### src/rtl/gray_seq_gen_if.sv
// Output bus of gray_seq_gen: Gray word, binary mirror, valid/ready handshake and status flags.
interface gray_seq_gen_if #(
    parameter int unsigned WIDTH = 4
);
    logic [WIDTH-1:0] g;
    logic [WIDTH-1:0] b;
    logic             g_valid;
    logic             g_ready;
    logic             tc;
    logic             err;

    modport master (
        output g,
        output b,
        output g_valid,
        output tc,
        output err,
        input  g_ready
    );

    modport slave (
        input  g,
        input  b,
        input  g_valid,
        input  tc,
        input  err,
        output g_ready
    );
endinterface

### src/rtl/gray_seq_gen.sv
// Registered Gray-code up/down sequence generator with valid/ready output and binary mirror.
// Optional sticky one-bit-change checker on accepted step words: define GRAY_STEP_CHK_EN.
module gray_seq_gen #(
    parameter int unsigned WIDTH = 4,
    parameter int unsigned SAT   = 0
) (
    input  logic              clk,
    input  logic              rst,
    input  logic              en,
    input  logic              up_dn,
    input  logic              load,
    input  logic [WIDTH-1:0]  load_val,
    gray_seq_gen_if.master    bus
);

    typedef enum logic {
        EMPTY = 1'b0,
        FULL  = 1'b1
    } state_t;

    state_t           state;
    state_t           state_nxt;
    logic [WIDTH-1:0] b_q;
    logic [WIDTH-1:0] b_nxt;
    logic [WIDTH-1:0] g_q;
    logic             accept_c;
    logic             step_c;
    logic             tc_c;
    logic             new_word_c;

    assign tc_c     = up_dn ? (&b_q) : ~(|b_q);
    assign accept_c = (state == FULL) && bus.g_ready;
    assign step_c   = en && !load && ((state == EMPTY) || bus.g_ready);

    // State register; g is re-encoded from the next binary value so g and b move together.
    always_ff @(posedge clk) begin
        if (rst) begin
            state <= EMPTY;
            b_q   <= '0;
            g_q   <= '0;
        end else begin
            state <= state_nxt;
            b_q   <= b_nxt;
            g_q   <= b_nxt ^ (b_nxt >> 1);
        end
    end

    // Next-state: load beats step, step beats accept-only; SAT terminal step produces no word.
    always_comb begin
        state_nxt  = state;
        b_nxt      = b_q;
        new_word_c = 1'b0;
        if (load) begin
            b_nxt     = load_val;
            state_nxt = FULL;
        end else if (step_c) begin
            if (tc_c && (SAT != 0)) begin
                if (accept_c) begin
                    state_nxt = EMPTY;
                end
            end else begin
                b_nxt      = up_dn ? (b_q + WIDTH'(1)) : (b_q - WIDTH'(1));
                state_nxt  = FULL;
                new_word_c = 1'b1;
            end
        end else if (accept_c) begin
            state_nxt = EMPTY;
        end
    end

    assign bus.g       = g_q;
    assign bus.b       = b_q;
    assign bus.g_valid = (state == FULL);
    assign bus.tc      = tc_c;

`ifdef GRAY_STEP_CHK_EN
    logic [WIDTH-1:0] last_g;
    logic             last_vld;
    logic             word_from_load;
    logic             err_q;

    // Compare each accepted step word against the previously accepted word.
    always_ff @(posedge clk) begin
        if (rst) begin
            last_g         <= '0;
            last_vld       <= 1'b0;
            word_from_load <= 1'b0;
            err_q          <= 1'b0;
        end else begin
            if (load) begin
                word_from_load <= 1'b1;
            end else if (new_word_c) begin
                word_from_load <= 1'b0;
            end
            if (accept_c) begin
                if (last_vld && !word_from_load && ($countones(g_q ^ last_g) != 1)) begin
                    err_q <= 1'b1;
                end
                last_g   <= g_q;
                last_vld <= 1'b1;
            end
        end
    end

    assign bus.err = err_q;
`else
    logic unused_new_word;
    assign unused_new_word = new_word_c;
    assign bus.err         = 1'b0;
`endif

endmodule
### src/flat_wrapper.sv
// flat-port wrapper written by rule: the top's interface ports become plain ports
module gray_seq_gen_flat 
#(
    parameter int unsigned WIDTH = 4,
    parameter int unsigned SAT   = 0
)
  (clk, rst, en, up_dn, load, load_val, bus_g, bus_b, bus_g_valid, bus_tc, bus_err, bus_g_ready);
  gray_seq_gen_if #(.WIDTH(WIDTH)) bus_i ();
  input  logic clk;
  input  logic rst;
  input  logic en;
  input  logic up_dn;
  input  logic load;
  input  logic [WIDTH-1:0] load_val;
  output wire logic [$bits(bus_i.g)-1:0] bus_g;
  output wire logic [$bits(bus_i.b)-1:0] bus_b;
  output wire logic [$bits(bus_i.g_valid)-1:0] bus_g_valid;
  output wire logic [$bits(bus_i.tc)-1:0] bus_tc;
  output wire logic [$bits(bus_i.err)-1:0] bus_err;
  input wire logic [$bits(bus_i.g_ready)-1:0] bus_g_ready;
  assign bus_g = bus_i.g;
  assign bus_b = bus_i.b;
  assign bus_g_valid = bus_i.g_valid;
  assign bus_tc = bus_i.tc;
  assign bus_err = bus_i.err;
  assign bus_i.g_ready = bus_g_ready;
  gray_seq_gen #(.WIDTH(WIDTH), .SAT(SAT)) u_core (.clk(clk), .rst(rst), .en(en), .up_dn(up_dn), .load(load), .load_val(load_val), .bus(bus_i));
endmodule
### config.mk
export PLATFORM = sky130hd
export DESIGN_NAME = gray_seq_gen_flat
export DESIGN_NICKNAME = d
export VERILOG_FILES = /design/src/rtl/gray_seq_gen_if.sv /design/src/rtl/gray_seq_gen.sv /design/src/flat_wrapper.sv
export SDC_FILE = /design/constraint.sdc
export NUM_CORES = 1
export LEC_CHECK = 0
export BUFFER_PORTS_ARGS = -buffer_cell sky130_fd_sc_hd__buf_2
export CORE_UTILIZATION = 36
export DETAILED_ROUTE_END_ITERATION = 16
export PLACE_DENSITY = 0.68
export SYNTH_ARGS = -nofsm -noshare
export SYNTH_HDL_FRONTEND = slang
export SYNTH_SLANG_ARGS = --single-unit
### constraint.sdc
create_clock -name clk -period 2 [get_ports clk]
set_input_delay 0.3 -clock clk [delete_from_list [all_inputs] [get_ports clk]]
set_output_delay 0.3 -clock clk [all_outputs]
set_load 0.02 [all_outputs]
==> results of run 1 <==
-- area by class of cell --
class	count	area (um^2)
flip-flops and latches	8	160
clock buffers	3	22.5
multi-input cells	47	329
well taps	15	18.8
repair buffers	19	95.1
fillers	140	697
inverters	3	11.3
-- through the flow --
| step | utilization | instances | cell area (um^2) |
|---|---|---|---|
| final | 0.477 | 95 | 637 |
| after global routing | 0.477 | 95 | 637 |
| after CTS | 0.477 | 95 | 637 |
| after detailed placement | 0.461 | 92 | 614 |
| after global placement | 0.461 | 92 | 614 |
| after floorplan | - | 61 | 527 |
-- sequential cells by signal (all words and copies together), names as in the netlist --
signal / flops
u_core.bus.b: 4
u_core.bus.g: 3
u_core.bus.g_valid: 1
-- critical path, cell delays in order (launching register included) --
cell	delay, ps
dfxtp_1	380
fa_1	450
xor2_1	150
nor3_1	200
o31ai_2	120
and2b_1	180
mux2_4	250
-- power groups by stage --
stage | Clock [mW] | Combinational (mW) | Sequential (mW)
after floorplan | 0 | 0.0814 | 0.214
after global placement | 0 | 0.137 | 0.194
after detailed placement | 0 | 0.139 | 0.195
after CTS | 0.123 | 0.139 | 0.192
after global routing | 0.128 | 0.155 | 0.195
final | 0.119 | 0.139 | 0.192
-- metal layers --
layer | GRT usage | up-vias | part of all wire
met5 | 0 | - | 0
met4 | 0 | 0 | 0
met3 | 0.0833 | 0 | 0.074
met2 | 0.262 | 16 | 0.45
met1 | 0.191 | 214 | 0.48
li1 | - | 250 | -
-- cell families after synthesis --
group	Yosys count	synth area share
other cells	1	0.00712
buf+inv	6	0.0712
simple gates	25	0.278
fa+ha+maj	3	0.0855
xor+xnor	3	0.0499
mux	1	0.0285
compound gates	14	0.176
flops	8	0.304
-- how the worst max path moves through the flow --
stage | from | endpoint | slack, ps | cells after the start
finish | u_core.bus.b[0] | u_core.bus.g[2] | 150 | 6
global route | u_core.bus.b[0] | u_core.bus.g[2] | 40 | 6
detailed placement | up_dn | u_core.bus.g[2] | 80 | 8
CTS | u_core.bus.b[0] | u_core.bus.g[2] | 150 | 6
global placement | up_dn | u_core.bus.g[2] | 120 | 8
floorplan | u_core.bus.b[0] | u_core.bus.g[2] | 210 | 6
-- cells in the mapped netlist (3+ instances only) --
| cell | instances | share of area |
|---|---|---|
| dfxtp_1 | 8 | 0.30 |
| nor2_1 | 7 | 0.050 |
| a21oi_1 | 4 | 0.038 |
| nand3_1 | 3 | 0.028 |
| o21ai_0 | 3 | 0.028 |
==> impl_metrics.ini, run 1 <==
[power_and_ir_drop]
totalPowerFinal_mw = 0.450
p_int_mw = 0.304
switching_share = 0.325
power_frac_seq = 0.427
p_switching_mw = 0.146
clockPowerShare = 0.265
p_comb_frac = 0.308
cellLeakagePower_nw = 0.327
pwr_density_cell_nw_per_um2 = 706
vdd_drop_max_mv = 0.339

[worst_setup_path]
worstPathMaxFanout = 7
crit_required_ps = 2140
cp.arrival_ps = 1980
reg2reg_from = u_core.bus.b[0]
r2r-end = u_core.bus.g[2]
ff2ff_path_depth = 6
reg2reg_slack_ps = 150
criticalPathCategory = flop to flop
endpoint_kind = flop
cp-start-kind = flop

[layout]
final_cell_mix = buf_2, dfxtp_1, nor2_1
drive_gt1_frac = 0.338
num_antenna_cells = 0
layout_commonest_cell = buf_2
fin_nets = 95
syn_to_final_growth_pct = 20.9

[clocking]
cts_tree = built
ctsResizeCount = 0
cts_max_level = 1
clock-sinks = 8
post_cts_buffers = 0
insertion_delay_ps = 250
clockRootBuffer = clkbuf_4
numCtsBuffers = 3
cts_hold_repair.buffers = 0
clk_path_buf_depth = 2
clkSlewWorstSetupHoldPaths_ps = 50

[timing]
fin_crit_sh = 0.924
tns_ps = 0
finalMaxSlewViolations = 0
period_needed_ps = 1850
rsz0062_at_grt = false
finalClockSkew_ps = 3.07
fin_ws_ps = 153
hold_viol_final = 0
whs_ps = 306
fmax_mhz = 541
setup_violations = 0

[grt]
grt_pass1_vias = 410
grt_pass1_wl_um = 1660
grt_max_degree = 10
grt-ovfl-total = 0
antenna_found_initial = 0
globalRouteTotalUtil = 0.157

[floorplan]
fp.coreArea_um2 = 1330
initial_core_util = 0.395
die_y_um = 40.3
dieArea_um2 = 1620
fp-row-count = 13
num_io_pins = 21
die_x_um = 40.3

[logic_synthesis]
ys_ff_latch = 8
syn_area_um2 = 527
synth_area_per_cell_um2 = 8.64
seq_area_frac_synth = 0.304
synth-edff-count = 0
yosysUniqueCellTypes = 32
yosysWarningCount = 0
synthArstFlopShare = 0
ys_dominant_reg_cell = dfxtp_1
netlist_instances = 61
syn_nets = 74

[routing]
drtAntennaViolNets = 0
drc_errors = 0
totalWireLength_um = 1080
num_vias = 480
vias_per_cell = 5.05
first_pass_iters = 4
wire_per_inst_um = 11.4
drt_iter0_drc = 9

[min_path]
whs_endpoint = u_core.bus.g[0]
holdCritPathClass = input port to flop
hp-start = rst
whs_path_depth = 2

[place]
port_buffers = 19
dp_hpwl_um = 853
pre_cts_slack_ps = 75.5
gp_congestion = 0.738

[job]
max-cap-violations = 0

[status]
status = finished clean
Note: power is estimated with default switching activity, not from simulation.
==> inputs of run 2 (changes only) <==
--- a/config.mk
+++ b/config.mk
@@ -6,9 +6,10 @@
 export NUM_CORES = 1
 export LEC_CHECK = 0
 export BUFFER_PORTS_ARGS = -buffer_cell sky130_fd_sc_hd__buf_2
-export CORE_UTILIZATION = 36
+export CORE_AREA = 2 2 39 41
 export DETAILED_ROUTE_END_ITERATION = 16
-export PLACE_DENSITY = 0.68
+export DIE_AREA = 0 0 41 43
+export PLACE_DENSITY = 0.73
 export SYNTH_ARGS = -nofsm -noshare
 export SYNTH_HDL_FRONTEND = slang
 export SYNTH_SLANG_ARGS = --single-unit
==> constraint.sdc (replaced) <==
create_clock -name clk -period 1.7 [get_ports clk]
set_input_delay 0.255 -clock clk [delete_from_list [all_inputs] [get_ports clk]]
set_output_delay 0.255 -clock clk [all_outputs]
set_load 0.02 [all_outputs]
==> run 2 against run 1 <==
Against the previous run: cell count rose by 7.4%; clock power grew 35%; count of clock-buffer cells in the layout up 1; critical path depth is the same; total power up 31%; sequential power is 18% higher; utilization increased by 4.1 points; maximum frequency is 9.7% higher; flip-flop and latch count unchanged; worst setup slack got worse by 140 ps; register-to-register slack lost 140 ps; die area up 8.8%; largest power group unchanged.
==> impl_metrics.ini, run 2 (same netlist as run 1, synthesis figures left out) <==
[clocking]
cts_tree = built
numCtsBuffers = 3
insertion_delay_ps = 270
clockRootBuffer = clkbuf_4
clk_path_buf_depth = 2
cts_hold_repair.buffers = 0
clock-sinks = 8
cts_max_level = 1
clkSlewWorstSetupHoldPaths_ps = 60
post_cts_buffers = 0

[grt]
grt-ovfl-total = 0
globalRouteTotalUtil = 0.169
grt_max_degree = 10
antenna_found_initial = 0
grt_pass1_wl_um = 1990
grt_pass1_vias = 492

[layout]
fin_util = 0.518
largest_reg_flops = 4
layout.cells.non_filler = 102
num_antenna_cells = 0
layout_commonest_cell = buf_2
syn_to_final_growth_pct = 36.1
final_cell_mix = buf_2, nor2_1, buf_4, dfxtp_1
post-route-cell-area_um2 = 717
fin_nets = 100
drive_gt1_frac = 0.477

[routing]
totalWireLength_um = 1300
vias_per_cell = 5.17
num_vias = 527
wire_per_inst_um = 12.7
drt_iter0_drc = 7
drtAntennaViolNets = 0
first_pass_iters = 4
drc_errors = 0

[timing]
hold_viol_final = 0
rsz0062_at_grt = true
period_needed_ps = 1680
finalClockSkew_ps = 11.8
tns_ps = 0
fin_ws_ps = 15.5
whs_ps = 249
finalMaxSlewViolations = 0
fmax_mhz = 594
setup_violations = 0
fin_crit_sh = 0.991

[floorplan]
die_x_um = 41
num_io_pins = 21
dieArea_um2 = 1760
die_y_um = 43
fp-row-count = 14
initial_core_util = 0.381
fp.coreArea_um2 = 1380

[worst_setup_path]
cp-start-kind = flop
endpoint_kind = flop
crit_required_ps = 1840
criticalPathCategory = flop to flop
cp.arrival_ps = 1830
worstPathMaxFanout = 6

[place]
pre_cts_slack_ps = -147
dp_hpwl_um = 1030
dp.cells = 99
gp_congestion = 0.814
port_buffers = 19
placed_area_um2 = 672

[status]
status = finished clean

[power_and_ir_drop]
cellLeakagePower_nw = 0.363
pwr_density_cell_nw_per_um2 = 821
totalPowerFinal_mw = 0.589
vdd_drop_max_mv = 0.375

[min_path]
holdCritPathClass = input port to flop

[job]
max-cap-violations = 0
## run 2: cell count changes in the layout (fill, tap and decap cells not counted), sizes merged
cell	previous run	this run
buf	19	24
clkbuf	3	4
## run 2: layer usage
metal | track usage | vias to the layer above | part of all wire
met2 | 0.238 | 24 | 0.47
li1 | - | 263 | -
met3 | 0.0366 | 9 | 0.064
met4 | 0.160 | 0 | 0.069
met1 | 0.196 | 231 | 0.40
met5 | 0 | - | 0
## run 2: area by class of cell
type	instances	area (um^2)
clock buffer	4	26.3
timing repair buffer	24	139
fill	137	667
tap	16	20.0
multi-input combinational	47	352
sequential	8	169
inverter	3	11.3
## run 2: power breakdown
group	total (mW)	internal (mW)	switching (mW)
registers	0.226	0.208	0.0178
logic	0.203	0.0953	0.107
clock network	0.161	0.0901	0.0705
total	0.589	0.393	0.196
## run 2: worst paths after layout
kind | cells past startpoint | slack [ps] | end | from
max | 6 | 20 | u_core.bus.g[2] | u_core.bus.b[1]
min | 2 | 250 | u_core.bus.b[0] | rst
max reg2reg | 6 | 20 | u_core.bus.g[2] | u_core.bus.b[1]
min reg2reg | 2 | 650 | u_core.bus.g_valid | u_core.bus.g_valid
## run 2: timing repair
action                     in CTS  in global routing
pin swaps                       5                  6
resized for setup               5                  4
setup endpoints to repair       2                  4
cloned                          0                  0
## run 2: critical path: stages, from the launching register on
cell     delay (ps)
dfxtp_4         360
ha_1            290
a21o_1          160
a21oi_2         130
a21oi_1          50
and3b_2         260
mux2_4          290
